--- src/rtl/frame_config_sequencer.sv ---
// Configuration frame sequencer: assembles a column frame from a word stream
// (header + one word per row), drives it onto FrameData, then pulses exactly
// one FrameStrobe line with setup/hold windows around it.
//
// Ports:
//   CLK, RESET        clock, synchronous active-high reset
//   in_data/in_valid  stream word and its valid; in_ready accepts it
//   clear_err         clears the sticky err flag
//   FrameData         frame bus, row r at [32r+31:32r]
//   FrameStrobe       one-hot latch enables, index col*MaxFramesPerCol+frame
//   busy              state is not IDLE
//   err               sticky bad-sync / out-of-range flag
//   frames_done       count of completed strobes (wraps)
module frame_config_sequencer #(
    parameter int unsigned NumColumns      = 7,
    parameter int unsigned NumRows         = 23,
    parameter int unsigned MaxFramesPerCol = 20,
    parameter int unsigned FrameBitsPerRow = 32,
    parameter int unsigned SetupCycles     = 1,
    parameter int unsigned StrobeCycles    = 2,
    parameter int unsigned HoldCycles      = 1
) (
    input  logic                                  CLK,
    input  logic                                  RESET,
    input  logic [31:0]                           in_data,
    input  logic                                  in_valid,
    output logic                                  in_ready,
    input  logic                                  clear_err,
    output logic [NumRows*FrameBitsPerRow-1:0]    FrameData,
    output logic [NumColumns*MaxFramesPerCol-1:0] FrameStrobe,
    output logic                                  busy,
    output logic                                  err,
    output logic [15:0]                           frames_done
);

    localparam int unsigned DataW      = NumRows * FrameBitsPerRow;
    localparam int unsigned NumStrobes = NumColumns * MaxFramesPerCol;
    localparam int unsigned IdxW       = (NumStrobes > 1) ? $clog2(NumStrobes) : 1;
    localparam int unsigned MaxA       = (NumRows > SetupCycles) ? NumRows : SetupCycles;
    localparam int unsigned MaxB       = (StrobeCycles > HoldCycles) ? StrobeCycles : HoldCycles;
    localparam int unsigned CntMax     = (MaxA > MaxB) ? MaxA : MaxB;
    localparam int unsigned CntW       = $clog2(CntMax + 1);

    localparam logic [2:0] ST_IDLE   = 3'd0;
    localparam logic [2:0] ST_LOAD   = 3'd1;
    localparam logic [2:0] ST_SKIP   = 3'd2;
    localparam logic [2:0] ST_SETUP  = 3'd3;
    localparam logic [2:0] ST_STROBE = 3'd4;
    localparam logic [2:0] ST_HOLD   = 3'd5;

    logic [2:0]            state_q, state_d;
    logic [CntW-1:0]       cnt_q, cnt_d;
    logic [IdxW-1:0]       idx_q, idx_d;
    logic [DataW-1:0]      frame_data_q, frame_data_d;
    logic [NumStrobes-1:0] strobe_q, strobe_d;
    logic                  in_ready_q, in_ready_d;
    logic                  busy_q, busy_d;
    logic                  err_q, err_d;
    logic [15:0]           frames_done_q, frames_done_d;

    logic       accept;
    logic       err_set;
    logic [7:0] hdr_col;
    logic [7:0] hdr_frame;

    assign accept    = in_valid && in_ready_q;
    assign hdr_col   = in_data[23:16];
    assign hdr_frame = in_data[15:8];

    // Next-state, datapath and registered-output computation
    always_comb begin
        state_d       = state_q;
        cnt_d         = cnt_q;
        idx_d         = idx_q;
        frame_data_d  = frame_data_q;
        frames_done_d = frames_done_q;
        err_set       = 1'b0;

        case (state_q)
            ST_IDLE: begin
                if (accept) begin
                    if (in_data[31:24] != 8'hA5) begin
                        err_set = 1'b1;
                    end else if (32'(hdr_col) >= NumColumns ||
                                 32'(hdr_frame) >= MaxFramesPerCol) begin
                        // Payload rows must still be drained to stay word-aligned
                        err_set = 1'b1;
                        cnt_d   = '0;
                        state_d = ST_SKIP;
                    end else begin
                        idx_d   = IdxW'(32'(hdr_col) * MaxFramesPerCol + 32'(hdr_frame));
                        cnt_d   = '0;
                        state_d = ST_LOAD;
                    end
                end
            end
            ST_LOAD: begin
                if (accept) begin
                    for (int unsigned r = 0; r < NumRows; r++) begin
                        if (cnt_q == CntW'(r)) begin
                            frame_data_d[r*FrameBitsPerRow +: FrameBitsPerRow] =
                                FrameBitsPerRow'(in_data);
                        end
                    end
                    if (cnt_q == CntW'(NumRows - 1)) begin
                        cnt_d   = '0;
                        state_d = ST_SETUP;
                    end else begin
                        cnt_d = cnt_q + CntW'(1);
                    end
                end
            end
            ST_SKIP: begin
                if (accept) begin
                    if (cnt_q == CntW'(NumRows - 1)) begin
                        cnt_d   = '0;
                        state_d = ST_IDLE;
                    end else begin
                        cnt_d = cnt_q + CntW'(1);
                    end
                end
            end
            ST_SETUP: begin
                if (cnt_q == CntW'(SetupCycles - 1)) begin
                    cnt_d   = '0;
                    state_d = ST_STROBE;
                end else begin
                    cnt_d = cnt_q + CntW'(1);
                end
            end
            ST_STROBE: begin
                if (cnt_q == CntW'(StrobeCycles - 1)) begin
                    cnt_d         = '0;
                    frames_done_d = frames_done_q + 16'd1;
                    state_d       = ST_HOLD;
                end else begin
                    cnt_d = cnt_q + CntW'(1);
                end
            end
            ST_HOLD: begin
                if (cnt_q == CntW'(HoldCycles - 1)) begin
                    cnt_d   = '0;
                    state_d = ST_IDLE;
                end else begin
                    cnt_d = cnt_q + CntW'(1);
                end
            end
            default: begin
                cnt_d   = '0;
                state_d = ST_IDLE;
            end
        endcase

        // A new error in the same cycle as clear_err wins
        err_d = err_q;
        if (clear_err) err_d = 1'b0;
        if (err_set)   err_d = 1'b1;

        // Outputs follow the next state so they line up with state_q
        in_ready_d = (state_d == ST_IDLE) || (state_d == ST_LOAD) || (state_d == ST_SKIP);
        busy_d     = (state_d != ST_IDLE);
        for (int unsigned i = 0; i < NumStrobes; i++) begin
            strobe_d[i] = (state_d == ST_STROBE) && (idx_q == IdxW'(i));
        end
    end

    // State and output registers
    always_ff @(posedge CLK) begin
        if (RESET) begin
            state_q       <= ST_IDLE;
            cnt_q         <= '0;
            idx_q         <= '0;
            frame_data_q  <= '0;
            strobe_q      <= '0;
            in_ready_q    <= 1'b0;
            busy_q        <= 1'b0;
            err_q         <= 1'b0;
            frames_done_q <= '0;
        end else begin
            state_q       <= state_d;
            cnt_q         <= cnt_d;
            idx_q         <= idx_d;
            frame_data_q  <= frame_data_d;
            strobe_q      <= strobe_d;
            in_ready_q    <= in_ready_d;
            busy_q        <= busy_d;
            err_q         <= err_d;
            frames_done_q <= frames_done_d;
        end
    end

    assign in_ready    = in_ready_q;
    assign FrameData   = frame_data_q;
    assign FrameStrobe = strobe_q;
    assign busy        = busy_q;
    assign err         = err_q;
    assign frames_done = frames_done_q;

endmodule
--- config.mk ---
export PLATFORM = sky130hd
export DESIGN_NAME = frame_config_sequencer
export DESIGN_NICKNAME = d
export VERILOG_FILES = /design/src/rtl/frame_config_sequencer.sv
export SDC_FILE = /design/constraint.sdc
export NUM_CORES = 2
export LEC_CHECK = 0
export CORE_AREA = 2 2 367 369
export CTS_CLUSTER_SIZE = 8
export DETAILED_ROUTE_END_ITERATION = 7
export DIE_AREA = 0 0 369 371
export GPL_TIMING_DRIVEN = 0
export PLACE_DENSITY = 0.53
export RECOVER_POWER = 25
export SLEW_MARGIN = 20
export SYNTH_ARGS = -nofsm -noshare
export SYNTH_HDL_FRONTEND = slang
export SYNTH_SLANG_ARGS = --single-unit
--- constraint.sdc ---
create_clock -name CLK -period 4.4 [get_ports CLK]
set_clock_uncertainty 0.2 [all_clocks]
set_input_delay 0.44 -clock CLK [delete_from_list [all_inputs] [get_ports CLK]]
set_output_delay 0.44 -clock CLK [all_outputs]
set_load 0.005 [all_outputs]
Word-level counts from Yosys, hierarchy flattened
Cells that the tools add are included.
Widths: inputs -> output; s select.
{"block": "word_totals", "reg_bits": 911, "inputBits": 36, "out_inout_bits": 895, "word_cells": 414}
{"block": "op_classes", "n_addsub": 3, "n_mul": 1, "magnitude_cmp": 2, "n_eq_ne": 173, "n_mux": 24, "bitwise_logic": 2, "reduce_logical": 178}
{"op": "$eq 8x7->1 const B", "count": 64}
{"op": "$eq 8x6->1 const B", "count": 32}
{"op": "$logic_and 1x1->1", "count": 141}
{"op": "$eq 8x5->1 const B", "count": 16}
{"op": "$eq 8x8->1 const B", "count": 12}
{"op": "$reduce_and 3->1", "count": 24}
{"op": "$eq 8x4->1 const B", "count": 8}
{"op": "$eq 5x4->1 const B", "count": 8}
{"op": "$eq 5x5->1 const B", "count": 7}
{"op": "$eq 8x3->1 const B", "count": 4}
{"op": "$mux 5", "count": 6}
{"op": "$mux 3", "count": 9}
{"op": "$eq 5x3->1 const B", "count": 4}
{"op": "$pmux 5 s4", "count": 1}
{"op": "$pmux 3 s6", "count": 1}
{"op": "$add 16x1->16 const B", "count": 1}
{"op": "$eq 8x2->1 const B", "count": 2}
{"op": "$eq 5x2->1 const B", "count": 2}
{"op": "$eq 3x2->1 const B", "count": 3}
{"op": "$eq 3x3->1 const B", "count": 3}
{"op": "$add 8x8->8", "count": 1}
{"op": "$eq 8x1->1 const B", "count": 1}
{"op": "$ge 8x3->1 const B", "count": 1}
{"op": "$ge 8x5->1 const B", "count": 1}
{"op": "other kinds (19)", "count": 31}

Depth between registers and ports, before layout
{"block": "logic_depth", "word_depth": 9, "depth_mapped": 10, "ltp_nobuf": 9}

Worst setup path after synthesis
OpenSTA, ideal clock, no wires.
{"block": "synth_path", "path_type": "reg-to-reg", "from": "register cnt_q[2]", "to": "register frame_data_q[491], in the netlist FrameData[491]", "setup_time_ps": 70, "t_arrival_ps": 2281, "t_required_ps": 4130, "slack_ps": 1849, "stages_incl_launch_ff": 11, "path_buffers": 5, "period_less_slack_ps": 2551, "path_cell_list": "dfxtp_1 -> clkbuf_1 -> clkbuf_1 -> clkbuf_1 -> and3_1 -> ha_1 -> and3_1 -> clkbuf_1 -> clkbuf_1 -> nand2_1 -> a21oi_1"}
{"block": "synth_via", "elab_chain_len": 2}
{"element": "start, declared", "line": "52", "rtl": "logic [CntW-1:0] cnt_q, cnt_d;"}
{"element": "start signal, assigned", "line": "181", "rtl": "cnt_q <= cnt_d;"}
{"element": "$eq 5x4->1", "line": "100", "rtl": "if (cnt_q == CntW'(r)) begin"}
{"element": "$reduce_and 3->1 (no source line)"}
{"element": "end signal, assigned", "line": "183", "rtl": "frame_data_q <= frame_data_d;"}
{"element": "end, declared", "line": "54", "rtl": "logic [DataW-1:0] frame_data_q, frame_data_d;"}
No other way between the ends.
A chain may end at the register's enable or synchronous reset.

Worst setup path after layout
{"block": "layout_path", "from": "input port in_data[20]", "to": "register strobe_q[63], in the netlist FrameStrobe[63]"}
{"block": "layout_via", "elab_chain_len": 8}
{"element": "start, declared", "line": "25", "rtl": "input logic [31:0] in_data,"}
{"element": "$ge 8x3->1", "line": "84", "rtl": "end else if (32'(hdr_col) >= NumColumns ||"}
{"element": "$logic_or 1x1->1", "line": "84"}
{"element": "$mux 2", "line": "84"}
{"element": "$mux 3", "line": "82", "rtl": "if (in_data[31:24] != 8'hA5) begin"}
{"element": "$mux 3", "line": "81", "rtl": "if (accept) begin"}
{"element": "$pmux 3 s6", "line": "79", "rtl": "case (state_q)"}
{"element": "$eq 3x3->1", "line": "163", "rtl": "strobe_d[i] = (state_d == ST_STROBE) && (idx_q == IdxW'(i));"}
{"element": "$logic_and 1x1->1", "line": "163"}
{"element": "end signal, assigned", "line": "184", "rtl": "strobe_q <= strobe_d;"}
{"element": "end, declared", "line": "55", "rtl": "logic [NumStrobes-1:0] strobe_q, strobe_d;"}
No other way between the ends.

==> run summary <==
crit end category -> flip-flop
post-synth design cell area -> 31310 um^2
post-synthesis sequential area ratio -> 58.26%
cts repair resizes -> 0
cts-stage hold buffer count -> 0
Slew @ Worst Pin -> 1.313 ns
Post-CTS Repair Setup Buffers -> 0
worst min path class -> primary input to flip-flop
die area -> 136900 um^2
top-area cell type share of the netlist area -> 58.26%
power density over the cells -> 394.4 nW/um^2
most frequent cells in the layout -> nand2_1 (1536), dfxtp_1 (911), a21oi_1 (747), clkdlybuf4s50_1 (477), dlygate4sd3_1 (450)
met2 Resource Use GR -> 38.80%
Non-Filler Instances -> 6787
worst-path maximum fanout -> 10
outcome -> complete, no violations
synth unique cells -> 55
GRT met1 Usage -> 31.04%
met3 usage -> 6.869%
final net count -> 5043
GRT overflow -> 0
row count -> 134
CTS tree -> done
VDD IR max -> 0.3496 mV
Yosys reg bits -> 911
worst slack, placed -> -0.4664 ns
GR peak layer -> met2
Startpoint Class -> primary input
Slew headroom -> 11.68%
Vias per Instance -> 4.669
number of buffers added on ports -> 927
ys flop type -> dfxtp_1
Leakage -> 0.01640 uW
Vias -> 31690
WL/cell -> 25.70 um
Max Clk Rate -> 234.6 MHz
hpwl dp -> 132800 um
# Max-Cap Violations -> 0
clk buf depth -> 3
Worst Path Required -> 4.83 ns
initial drt markers -> 2783
Setup Viol. Count Final -> 0
First-pass DRT Iterations -> 6
Area contributors post-synth -> dfxtp_1 (58%), nand2_1 (18%), a21oi_1 (12%)
worst skew pair latency -> 0.79 ns
final worst-path cycle share -> 96.86%
H-tree depth -> 4
largest net degree at the start of global routing -> 17
DRC errors left -> 0
Starting Density -> 23.58%
Synth Instances -> 3924
share of cells above drive strength 1 -> 3.931%
final hold violation count -> 0
Setup Total Neg Slack -> 0 ns
commonest non-fill, non-tap cell in the layout -> nand2_1
die width -> 369 um
Post-Syn Nets -> 3977
average instance area after synthesis -> 7.978 um^2
Synth Warn # -> 0
area grow syn2layout -> 48.62%
clock slew at reported path FFs -> 0.05 ns
first-pass GRT wire length -> 234300 um
minimum clock period -> 4.262 ns
Die H -> 371 um
Core Region -> 132800 um^2
Placed Cells -> 6622
Max Slew Vio Count -> 0
worst-case hold slack -> 0.08678 ns
vias in the first global route -> 29410
global router's overall resource usage -> 24.50%
RePlAce Congestion -> 0.9184
remaining antenna violation count -> 0
final setup margin -> 0.1380 ns
CTS Sinks -> 911
Post-synth EDFFs -> 0
CTS buffer count -> 134
Post-synth ARST share -> 0%
area leader, netlist -> dfxtp_1
I/O Pins -> 931
final wirelength -> 174400 um
Worst EP arrival -> 4.69 ns
Root Buffer -> clkbuf_16
RSZ-0062 raised after global routing -> false
initial antenna violation count -> 10
Design Power -> 18350 uW
crit path kind -> primary input to flip-flop
-- metal layers --
| metal | vias up | share of wire (%) |
|---|---|---|
| li1 | 14680 | - |
| met1 | 15330 | 42 |
| met2 | 1374 | 46 |
| met3 | 307 | 8.3 |
| met4 | 2 | 4.3 |
| met5 | - | 0.0052 |
-- final cells by class --
cell class                      instances  area, um^2
Antenna cell                            7       17.52
Buffer                                338        1300
Clock buffer                          139        3413
Clock inverter                         19       247.7
Fill cell                           13910       86260
Inverter                               14       52.55
Multi-Input combinational cell       2661       11740
Sequential cell                       911       18240
Tap cell                             1768        2212
Timing Repair Buffer                  930        9305
-- critical path: stages --
cell and delay [ns]:
clkdlybuf4s50_1 0.87, nor4_1 1.27, nand4_1 0.52, o221a_2 0.50
nand4b_1 0.53, buf_2 0.42, nor2_1 0.11
-- power by group --
part	switching (uW)	internal, uW	leakage [uW]
sequential	1.78	8270	0.00733
combinational	524	98.8	0.00727
clock	3960	5500	0.00179
-- stage by stage --
step	util [%]	cell area, um^2
global route	35.03	46510
CTS	35.03	46520
detailed placement	32.28	42860
finish	35.04	46530
floorplan	-	31310
global placement	32.23	42800
-- cells in the mapped netlist, drive strengths merged, types with 2 or more instances --
master	number
or4b	2
nand2	1536
o21ai	11
or3	6
nand4b	4
nand3	21
nor4b	2
nand4	9
and3	10
nor2b	11
nor3b	6
and2	5
clkbuf	326
a21oi	747
a211oi	3
nor3	18
and4bb	3
and4	4
nor2	173
dfxtp	911
or2	2
xor2	3
ha	15
mux2i	7
xnor2	14
inv	14
buf	12
a21o	2
nand3b	5
fa	2
a31oi	4
nand2b	11
nor4	11
-- final timing paths --
kind / start / cells past startpoint / slack [ns] / to
worst max-delay path: in_data[20] / 7 / 0.14 / FrameStrobe[63]
worst min register to register: FrameData[408] / 2 / 0.25 / FrameData[408]
worst max register to register: cnt_q[2] / 10 / 0.44 / FrameData[503]
worst min-delay path: in_data[15] / 3 / 0.09 / FrameData[399]
-- flip-flops by register name, indices dropped and copies added (netlist names) --
signal,cells
err,1
in_ready,1
FrameStrobe,140
state_q,3
busy,1
idx_q,8
FrameData,736
frames_done,16
cnt_q,5
-- cell families after synthesis --
group / synth area share, %
simple gates: 23.34
flops: 58.26
compound gates: 12.66
buf+inv: 4.285
fa+ha+maj: 0.7594
xor+xnor: 0.4756
mux: 0.2238
Power figures use the tool's default switching activity.
